### config.mk
export PLATFORM = sky130hd
export DESIGN_NAME = fetch_stage_q
export DESIGN_NICKNAME = d
export VERILOG_FILES = /design/src/rtl/fetch_stage_q.sv
export SDC_FILE = /design/constraint.sdc
export NUM_CORES = 1
export LEC_CHECK = 0
export BUFFER_PORTS_ARGS = -buffer_cell sky130_fd_sc_hd__buf_2
export CORE_UTILIZATION = 45
export DETAILED_ROUTE_END_ITERATION = 16
export PLACE_DENSITY = 0.67
export SYNTH_ARGS = -nofsm -noshare
export SYNTH_HDL_FRONTEND = slang
export SYNTH_SLANG_ARGS = --single-unit
### constraint.sdc
create_clock -name clk -period 6.85 [get_ports clk]
set_input_delay 0.685 -clock clk [delete_from_list [all_inputs] [get_ports clk]]
set_output_delay 0.685 -clock clk [all_outputs]
set_load 0.05 [all_outputs]
### src/rtl/fetch_stage_q.sv
// Instruction fetch stage: prefetch queue between a req/gnt/rvalid memory and the IF/ID register.
// Latency: a response sampled at edge k appears in IF/ID after edge k+1; 1 instr/cycle sustained.
// Backpressure: StallD holds IF/ID; requests stop once queued + outstanding reaches DEPTH.
module fetch_stage_q #(
  parameter int              XLEN     = 32,
  parameter int              DEPTH    = 4,
  parameter logic [XLEN-1:0] RESET_PC = '0,
  parameter int              ILEN     = 32
) (
  input  logic                     clk,
  input  logic                     rst,
  input  logic                     PCSrcE,
  input  logic [XLEN-1:0]          PCTargetE,
  input  logic                     StallD,
  output logic                     imem_req,
  output logic [XLEN-1:0]          imem_addr,
  input  logic                     imem_gnt,
  input  logic                     imem_rvalid,
  input  logic [ILEN-1:0]          imem_rdata,
  output logic [ILEN-1:0]          InstrD,
  output logic [XLEN-1:0]          PCD,
  output logic [XLEN-1:0]          PCPlus4D,
  output logic                     ValidD,
  output logic [$clog2(DEPTH):0]   occupancy
);

  localparam int AW = (DEPTH > 1) ? $clog2(DEPTH) : 1;
  localparam int CW = $clog2(DEPTH) + 1;
  localparam logic [CW:0] DEPTH_W = (CW+1)'(DEPTH);

  // Fetch PC and request bookkeeping
  logic [XLEN-1:0] pcf_q, pcf_d;
  logic [CW-1:0]   out_q, out_d;     // requests granted but not yet answered
  logic [CW-1:0]   drop_q, drop_d;   // wrong-path responses still to discard

  // Pending-PC FIFO: PC of each outstanding request, in grant order
  logic [XLEN-1:0] pend_pc_q [DEPTH];
  logic [AW-1:0]   pend_wr_q, pend_wr_d, pend_rd_q, pend_rd_d;

  // Prefetch queue
  logic [ILEN-1:0] q_instr_q [DEPTH];
  logic [XLEN-1:0] q_pc_q    [DEPTH];
  logic [AW-1:0]   head_q, head_d, tail_q, tail_d;
  logic [CW-1:0]   occ_q, occ_d;

  // IF/ID register
  logic            valid_q, valid_d;
  logic [ILEN-1:0] instr_q, instr_d;
  logic [XLEN-1:0] pcd_q, pcd_d, pcp4_q, pcp4_d;

  logic credit_ok, acc, rsp, push, pop;

  assign credit_ok = ({1'b0, occ_q} + {1'b0, out_q}) < DEPTH_W;
  assign imem_req  = credit_ok & ~PCSrcE & rst;
  assign imem_addr = pcf_q;
  assign acc       = imem_req & imem_gnt;
  // A response with nothing outstanding is a protocol violation and is ignored
  assign rsp       = imem_rvalid & (out_q != '0);
  assign push      = rsp & (drop_q == '0) & ~PCSrcE;
  assign pop       = ~PCSrcE & ~(valid_q & StallD) & (occ_q != '0);

  assign InstrD    = instr_q;
  assign PCD       = pcd_q;
  assign PCPlus4D  = pcp4_q;
  assign ValidD    = valid_q;
  assign occupancy = occ_q;

  // Next-state: redirect overrides every other event in the same cycle
  always_comb begin
    pcf_d     = pcf_q;
    out_d     = out_q + CW'(acc) - CW'(rsp);
    drop_d    = drop_q;
    pend_wr_d = pend_wr_q + AW'(acc);
    pend_rd_d = pend_rd_q + AW'(rsp);
    head_d    = head_q + AW'(pop);
    tail_d    = tail_q + AW'(push);
    occ_d     = occ_q + CW'(push) - CW'(pop);
    valid_d   = valid_q;
    instr_d   = instr_q;
    pcd_d     = pcd_q;
    pcp4_d    = pcp4_q;

    if (PCSrcE) begin
      pcf_d   = PCTargetE;
      // Everything still in flight belongs to the old path; acc is 0 here
      drop_d  = out_q - CW'(rsp);
      head_d  = '0;
      tail_d  = '0;
      occ_d   = '0;
      valid_d = 1'b0;
      instr_d = '0;
    end else begin
      if (acc) pcf_d = pcf_q + XLEN'(4);
      if (rsp && (drop_q != '0)) drop_d = drop_q - CW'(1);
      if (!(valid_q && StallD)) begin
        if (occ_q != '0) begin
          valid_d = 1'b1;
          instr_d = q_instr_q[head_q];
          pcd_d   = q_pc_q[head_q];
          pcp4_d  = q_pc_q[head_q] + XLEN'(4);
        end else begin
          valid_d = 1'b0;
          instr_d = '0;
        end
      end
    end
  end

  // Control state with asynchronous active-low clear
  always_ff @(posedge clk or negedge rst) begin
    if (!rst) begin
      pcf_q     <= RESET_PC;
      out_q     <= '0;
      drop_q    <= '0;
      pend_wr_q <= '0;
      pend_rd_q <= '0;
      head_q    <= '0;
      tail_q    <= '0;
      occ_q     <= '0;
      valid_q   <= 1'b0;
      instr_q   <= '0;
      pcd_q     <= '0;
      pcp4_q    <= '0;
    end else begin
      pcf_q     <= pcf_d;
      out_q     <= out_d;
      drop_q    <= drop_d;
      pend_wr_q <= pend_wr_d;
      pend_rd_q <= pend_rd_d;
      head_q    <= head_d;
      tail_q    <= tail_d;
      occ_q     <= occ_d;
      valid_q   <= valid_d;
      instr_q   <= instr_d;
      pcd_q     <= pcd_d;
      pcp4_q    <= pcp4_d;
    end
  end

  // Storage arrays: contents are only read behind valid pointers, so no reset
  always_ff @(posedge clk) begin
    if (acc) pend_pc_q[pend_wr_q] <= pcf_q;
    if (push) begin
      q_instr_q[tail_q] <= imem_rdata;
      q_pc_q[tail_q]    <= pend_pc_q[pend_rd_q];
    end
  end

endmodule

==> flow_summary.yaml, run 1 <==
grt:
  grt_start_max_net_pins: 91
  grt_usage_pct: 18.7
  grt_overflow: 0
  grt_pass1_wl_um: 67500
  grt_pass1_vias: 11500
  antenna_found_initial: 0
sta:
  setup_viol: 0
  fin_skew_ps: 13.5
  drv_slew: 0
  hold_viol_final: 0
  grt_setup_unrepaired: "no"
  max_slew_margin_pct: 26.0
  fmax_ghz: 0.285
  timing.final.crit_share_pct: 51.3
  min_period_ps: 3510
  setup_tns_ps: 0
  worstMarginPinSlew_ps: 1100
finish:
  final_cell_mix: "384 x edfxtp_1, 201 x buf_2, 159 x nand2_1, 140 x dfrtp_1, 80 x mux4_2"
  area_growth_pct: 16.8
  multi_input_area_mm2: 0.00530
  nets: 1521
  ff_latch_area_mm2: 0.0151
  num_antenna_cells: 0
  n_fill_cell: 3662
  drive_above_1_share_pct: 27.7
  layout_commonest_cell: "edfxtp_1"
clock_network:
  cts_setup_buffers: 0
  clockBufferDepth: 3
  clock_latency_ps: 590
  path_clk_slew_ps: 60
  hold_buffers: 0
  post_cts_resized: 0
  cts_root_buf: "clkbuf_16"
  cts-buffers-inserted: 53
  htreeDepth: 2
  clock-sinks: 528
  cts_tree: "done"
power_and_ir_drop:
  comb_power_share_pct: 28.6
  peakVddDrop_uv: 267
  p_per_area_mw_per_mm2: 419
  swShare_pct: 35.0
  p_leak_uw: 0.00904
  p_int_uw: 6600
  switching_power_uw: 3550
  p_clk_share_pct: 29.1
  seqPwrFrac_pct: 42.4
  p_total_uw: 10100
run_status:
  outcome: "completed"
routing:
  dr.max_layer_used: "met4"
  wl_met1_um: 19900
  routed_wl_um: 43400
  dr_total_vias: 11600
  drt_iter0_drc: 928
  wl_per_cell_um: 20.9
  met3_length_um: 2260
  viasPerCell: 5.56
  drc: 0
  final_antenna_net_count: 0
  met2_length_um: 20400
  first_pass_iters: 6
synth:
  ys_seq_area_share_pct: 72.9
  synth-edff-count: 384
  synth_warnings: 0
  synth_ff_type: "edfxtp_1"
  syn_inst: 1218
  syn-num-nets: 1306
  synth_area_leaders: "edfxtp_1 56%, dfrtp_1 17%, mux4_2 8.7%, nand2_1 2.9%, mux4_1 2.0%"
  yosys.area.top_type: "edfxtp_1"
  netlist.area_leader.share_pct: 55.5
  ys_ff_latch: 528
  synthArstFlopShare_pct: 27.3
  syn_area_mm2: 0.0208
  avgSynthCellArea_um2: 17.0
  ys_types: 50
worst_setup_path:
  startpoint: "head_q[0]"
  critPathLaunchType: "flop"
  rr_endpoint: "PCPlus4D[31]"
  cpPeakStageDelay_ps: 830
  crit_arrival_ps: 3980
  cp_slowest_cell: "buf_4"
  crit_path_max_fanout: 49
  r2r_start: "head_q[0]"
  critical_path_class: "reg -> reg"
  crit_path_end: "PCPlus4D[31]"
  reg2reg_depth: 6
  cp-end-kind: "flop"
  path_cells: "buf_4 > mux4_2 > nand4_1 > or4_4 > o311a_1 > a211o_1"
  required_ps: 7320
  ff2ff_setup_slack_ps: 3340
floorplan:
  die_area_mm2: 0.0470
  core_mm2: 0.0455
  die_h_um: 217
  die_w_um: 217
  start_util_pct: 45.6
  rows: 78
  ios: 203
min_path:
  hold_path.class: "in -> async"
run:
  cap_violations: 0
place:
  port_buffers: 202
  finalWeightedCongestion: 0.818
  hpwl_um: 27100
stage by stage:
| step | utilization [%] | setup WS (ps) | area [µm²] | hold WS (ps) | instances |
|---|---|---|---|---|---|
| 2_1_floorplan | - | 650 | 20800 | 389 | 1218 |
| 3_3_place_gp | 49.3 | 3210 | 22400 | 454 | 1978 |
| 3_5_place_dp | 49.3 | 3080 | 22400 | 462 | 1978 |
| 4_1_cts | 53.3 | 3250 | 24200 | 89.4 | 2077 |
| 5_1_grt | 53.3 | 3100 | 24200 | 110 | 2077 |
| 6_report | 53.3 | 3340 | 24200 | 86.4 | 2077 |
power by group through the flow:
stage          Clock (µW)  Sequential [µW]  Combinational, µW
2_1_floorplan           0             5130               1370
3_3_place_gp            0             4360               2870
3_5_place_dp            0             4370               2920
4_1_cts              3010             4310               2930
5_1_grt              3140             4360               3120
6_report             2950             4300               2900
area by class of cell:
type,instances,share of cell area (%)
inverters,21,0.330
flip-flops and latches,528,62.5
well taps,600,3.10
clock buffers,65,6.04
repair buffers,222,4.82
clock inverters,34,1.39
multi-input cells,607,21.9
cell usage after synthesis (5+ instances only):
library cell	count
o21ai_0	41
nand4_1	27
a31oi_1	12
o31ai_1	6
a21oi_1	8
or3_1	5
or4_1	15
mux4_1	16
edfxtp_1	384
nor3b_1	5
dfrtp_1	144
mux4_2	80
buf_1	11
nand3_1	39
and2_1	7
nor2_1	30
xor2_1	15
inv_1	20
nor3_1	10
and3_1	14
a22o_1	32
o211ai_1	12
clkbuf_1	40
xnor2_1	12
nand2_1	159
ha_1	16
a221o_1	7
o311ai_0	8
worst min-delay path by stage:
stage,start,end,depth (start not counted)
floorplan,rst,InstrD[0],0
global placement,PCD[29],PCD[29],2
detailed placement,PCPlus4D[21],PCPlus4D[21],2
CTS,rst,imem_addr[9],1
global route,rst,imem_addr[13],1
finish,rst,imem_addr[13],1
layer usage:
| layer | vias to the layer above | GRT usage (%) |
|---|---|---|
| met5 | - | 0 |
| met4 | 0 | 4.93 |
| met3 | 75 | 3.41 |
| met2 | 361 | 28.8 |
| met1 | 5878 | 27.7 |
| li1 | 5236 | - |
worst max-delay path, delay by kind of cell, from the launching register on:
| kind | cells | cell delay, ps |
|---|---|---|
| simple gates | 2 | 830 |
| compound gates | 2 | 620 |
| buf+inv | 1 | 830 |
| mux | 1 | 490 |
| flops | 1 | 600 |
flip-flops by register name, indices dropped and copies added (netlist names), 30 cells and up:
| register | count |
|---|---|
| PCPlus4D | 30 |
| pend_pc_q | 128 |
| q_instr_q | 128 |
| InstrD | 32 |
| PCD | 32 |
| imem_addr | 32 |
| q_pc_q | 128 |
logic make-up (layout without fill, tap and decap cells):
logic type	count (synthesis)	count (layout)	share of synthesized area [%]
AO/OA/AOI/OAI	139	139	4.74
XOR/XNOR	27	27	1.14
adder cells (fa/ha/maj)	18	18	1.16
buffers and inverters	83	342	1.78
flip-flops	528	528	72.9
multiplexers	99	99	10.9
AND/OR/NAND/NOR	324	324	7.41
Power figures use the tool's default switching activity.
==> run 2, diff against run 1 <==
- clock period: 6.85 -> 3.4 ns (I/O delays scaled with it)
==> flow_summary.yaml, run 2 (synthesized netlist as in run 1, its figures left out) <==
routing:
  drc: 0
  first_pass_iters: 5
  viasPerCell: 5.51
  drt_iter0_drc: 818
  dr_total_vias: 11800
  final_antenna_net_count: 0
  wl_per_cell_um: 20.4
  routed_wl_um: 43800
place:
  finalWeightedCongestion: 0.816
  preCtsSetupSlack_ps: 443
  port_buffers: 202
  hpwl_um: 27200
finish:
  drive_above_1_share_pct: 26.1
  area_growth_pct: 20.8
  largestRegisters: "pend_pc_q x128, q_instr_q x128, q_pc_q x128"
  num_antenna_cells: 0
  nets: 1592
  n_fill_cell: 3648
  layout_commonest_cell: "edfxtp_1"
  final_cell_mix: "384 x edfxtp_1, 201 x buf_2, 159 x nand2_1, 140 x dfrtp_1, 80 x mux4_2"
power_and_ir_drop:
  p_int_uw: 13600
  peakVddDrop_uv: 584
  switching_power_uw: 7150
  seqPwrFrac_pct: 42.2
  p_clk_share_pct: 29.5
  p_per_area_mw_per_mm2: 827
  comb_power_share_pct: 28.3
  swShare_pct: 34.5
  p_leak_uw: 0.00936
sta:
  drv_slew: 0
  setup_viol: 0
  timing.final.crit_share_pct: 86.4
  hold_ws_ps: 36.1
  worstMarginPinSlew_ps: 1040
  fmax_ghz: 0.340
  fin_skew_ps: 19.9
  grt_setup_unrepaired: "no"
  max_slew_margin_pct: 30.6
  setup_tns_ps: 0
  fin_ws_ps: 462
  hold_viol_final: 0
  min_period_ps: 2940
clock_network:
  cts-buffers-inserted: 54
  clockBufferDepth: 3
  clock-sinks: 528
  path_clk_slew_ps: 60
  htreeDepth: 2
  clock_latency_ps: 600
  hold_buffers: 63
  cts_setup_buffers: 0
  cts_tree: "done"
  cts_root_buf: "clkbuf_16"
  post_cts_resized: 0
floorplan:
  die_h_um: 217
  start_util_pct: 45.6
  ios: 203
  die_area_mm2: 0.0470
  die_w_um: 217
  core_mm2: 0.0455
  rows: 78
run_status:
  outcome: "completed"
grt:
  grt_usage_pct: 18.9
  grt_pass1_vias: 11900
  grt_pass1_wl_um: 68100
  grt_overflow: 0
  grt_start_max_net_pins: 91
  antenna_found_initial: 0
worst_setup_path:
  critical_path_class: "reg -> reg"
  cp-end-kind: "flop"
  critPathLaunchType: "flop"
  required_ps: 3630
  crit_path_max_fanout: 34
  crit_arrival_ps: 3160
run:
  cap_violations: 0
min_path:
  hold_path.class: "in -> reg"
run 2: cell count changes in the layout (fill, tap and decap cells not counted), sizes merged:
cell / previous run / this run
bufinv: 6 / 9
clkbuf: 65 / 75
clkinv: 25 / 13
inv: 23 / 24
buf: 222 / 229
dlygate4sd3: 0 / 63
run 2: per-layer routing:
metal,GRT usage [%],wire length (µm),vias up
li1,-,-,5382
met1,26.8,19800,6045
met2,30.1,21000,347
met3,2.95,2060,69
met4,6.10,1010,0
met5,0,0,-
run 2: through the flow:
step | instances | instance area [µm²] | total power (µW) | util (%)
after floorplan | 1218 | 20800 | 13100 | -
after global placement | 1985 | 22600 | 14600 | 49.7
after detailed placement | 1985 | 22600 | 14800 | 49.7
after CTS | 2149 | 25100 | 20900 | 55.1
after global routing | 2149 | 25100 | 21600 | 55.1
final | 2149 | 25100 | 20700 | 55.1
run 2: area by class of cell:
| type | count | area, µm² | share of cell area [%] |
|---|---|---|---|
| clock buffers | 75 | 1470 | 5.86 |
| multi-input cells | 607 | 5320 | 21.2 |
| inverters | 21 | 78.8 | 0.314 |
| flip-flops and latches | 528 | 15100 | 60.4 |
| repair buffers | 292 | 1940 | 7.73 |
| well taps | 600 | 751 | 2.99 |
| clock inverters | 26 | 373 | 1.49 |
run 2: final timing paths:
path	cells past startpoint	slack [ps]	startpoint	to
max in group asynchronous	3	2040	rst	head_q[0]
worst max-delay path	7	460	occupancy[2]	pend_pc_q[3][29]
worst max register to register	7	460	occupancy[2]	pend_pc_q[3][29]
worst min register to register	2	470	PCD[7]	PCD[7]
min in group asynchronous	2	120	rst	imem_addr[17]
worst min-delay path	3	40	PCTargetE[28]	imem_addr[28]
run 2: critical path, stage by stage, from the launching register on:
cell and delay [ps]:
dfrtp_1 420, ha_1 310, nor4b_1 420, nand4_1 200, buf_4 290, inv_1 300
and3_1 200, buf_4 410
run 2: power groups by stage:
stage / sequential (µW) / clock (µW) / combinational (µW)
global route: 8870 / 6470 / 6290
global placement: 8860 / 0 / 5760
CTS: 8770 / 6230 / 5930
detailed placement: 8900 / 0 / 5850
floorplan: 10300 / 0 / 2760
finish: 8750 / 6110 / 5870
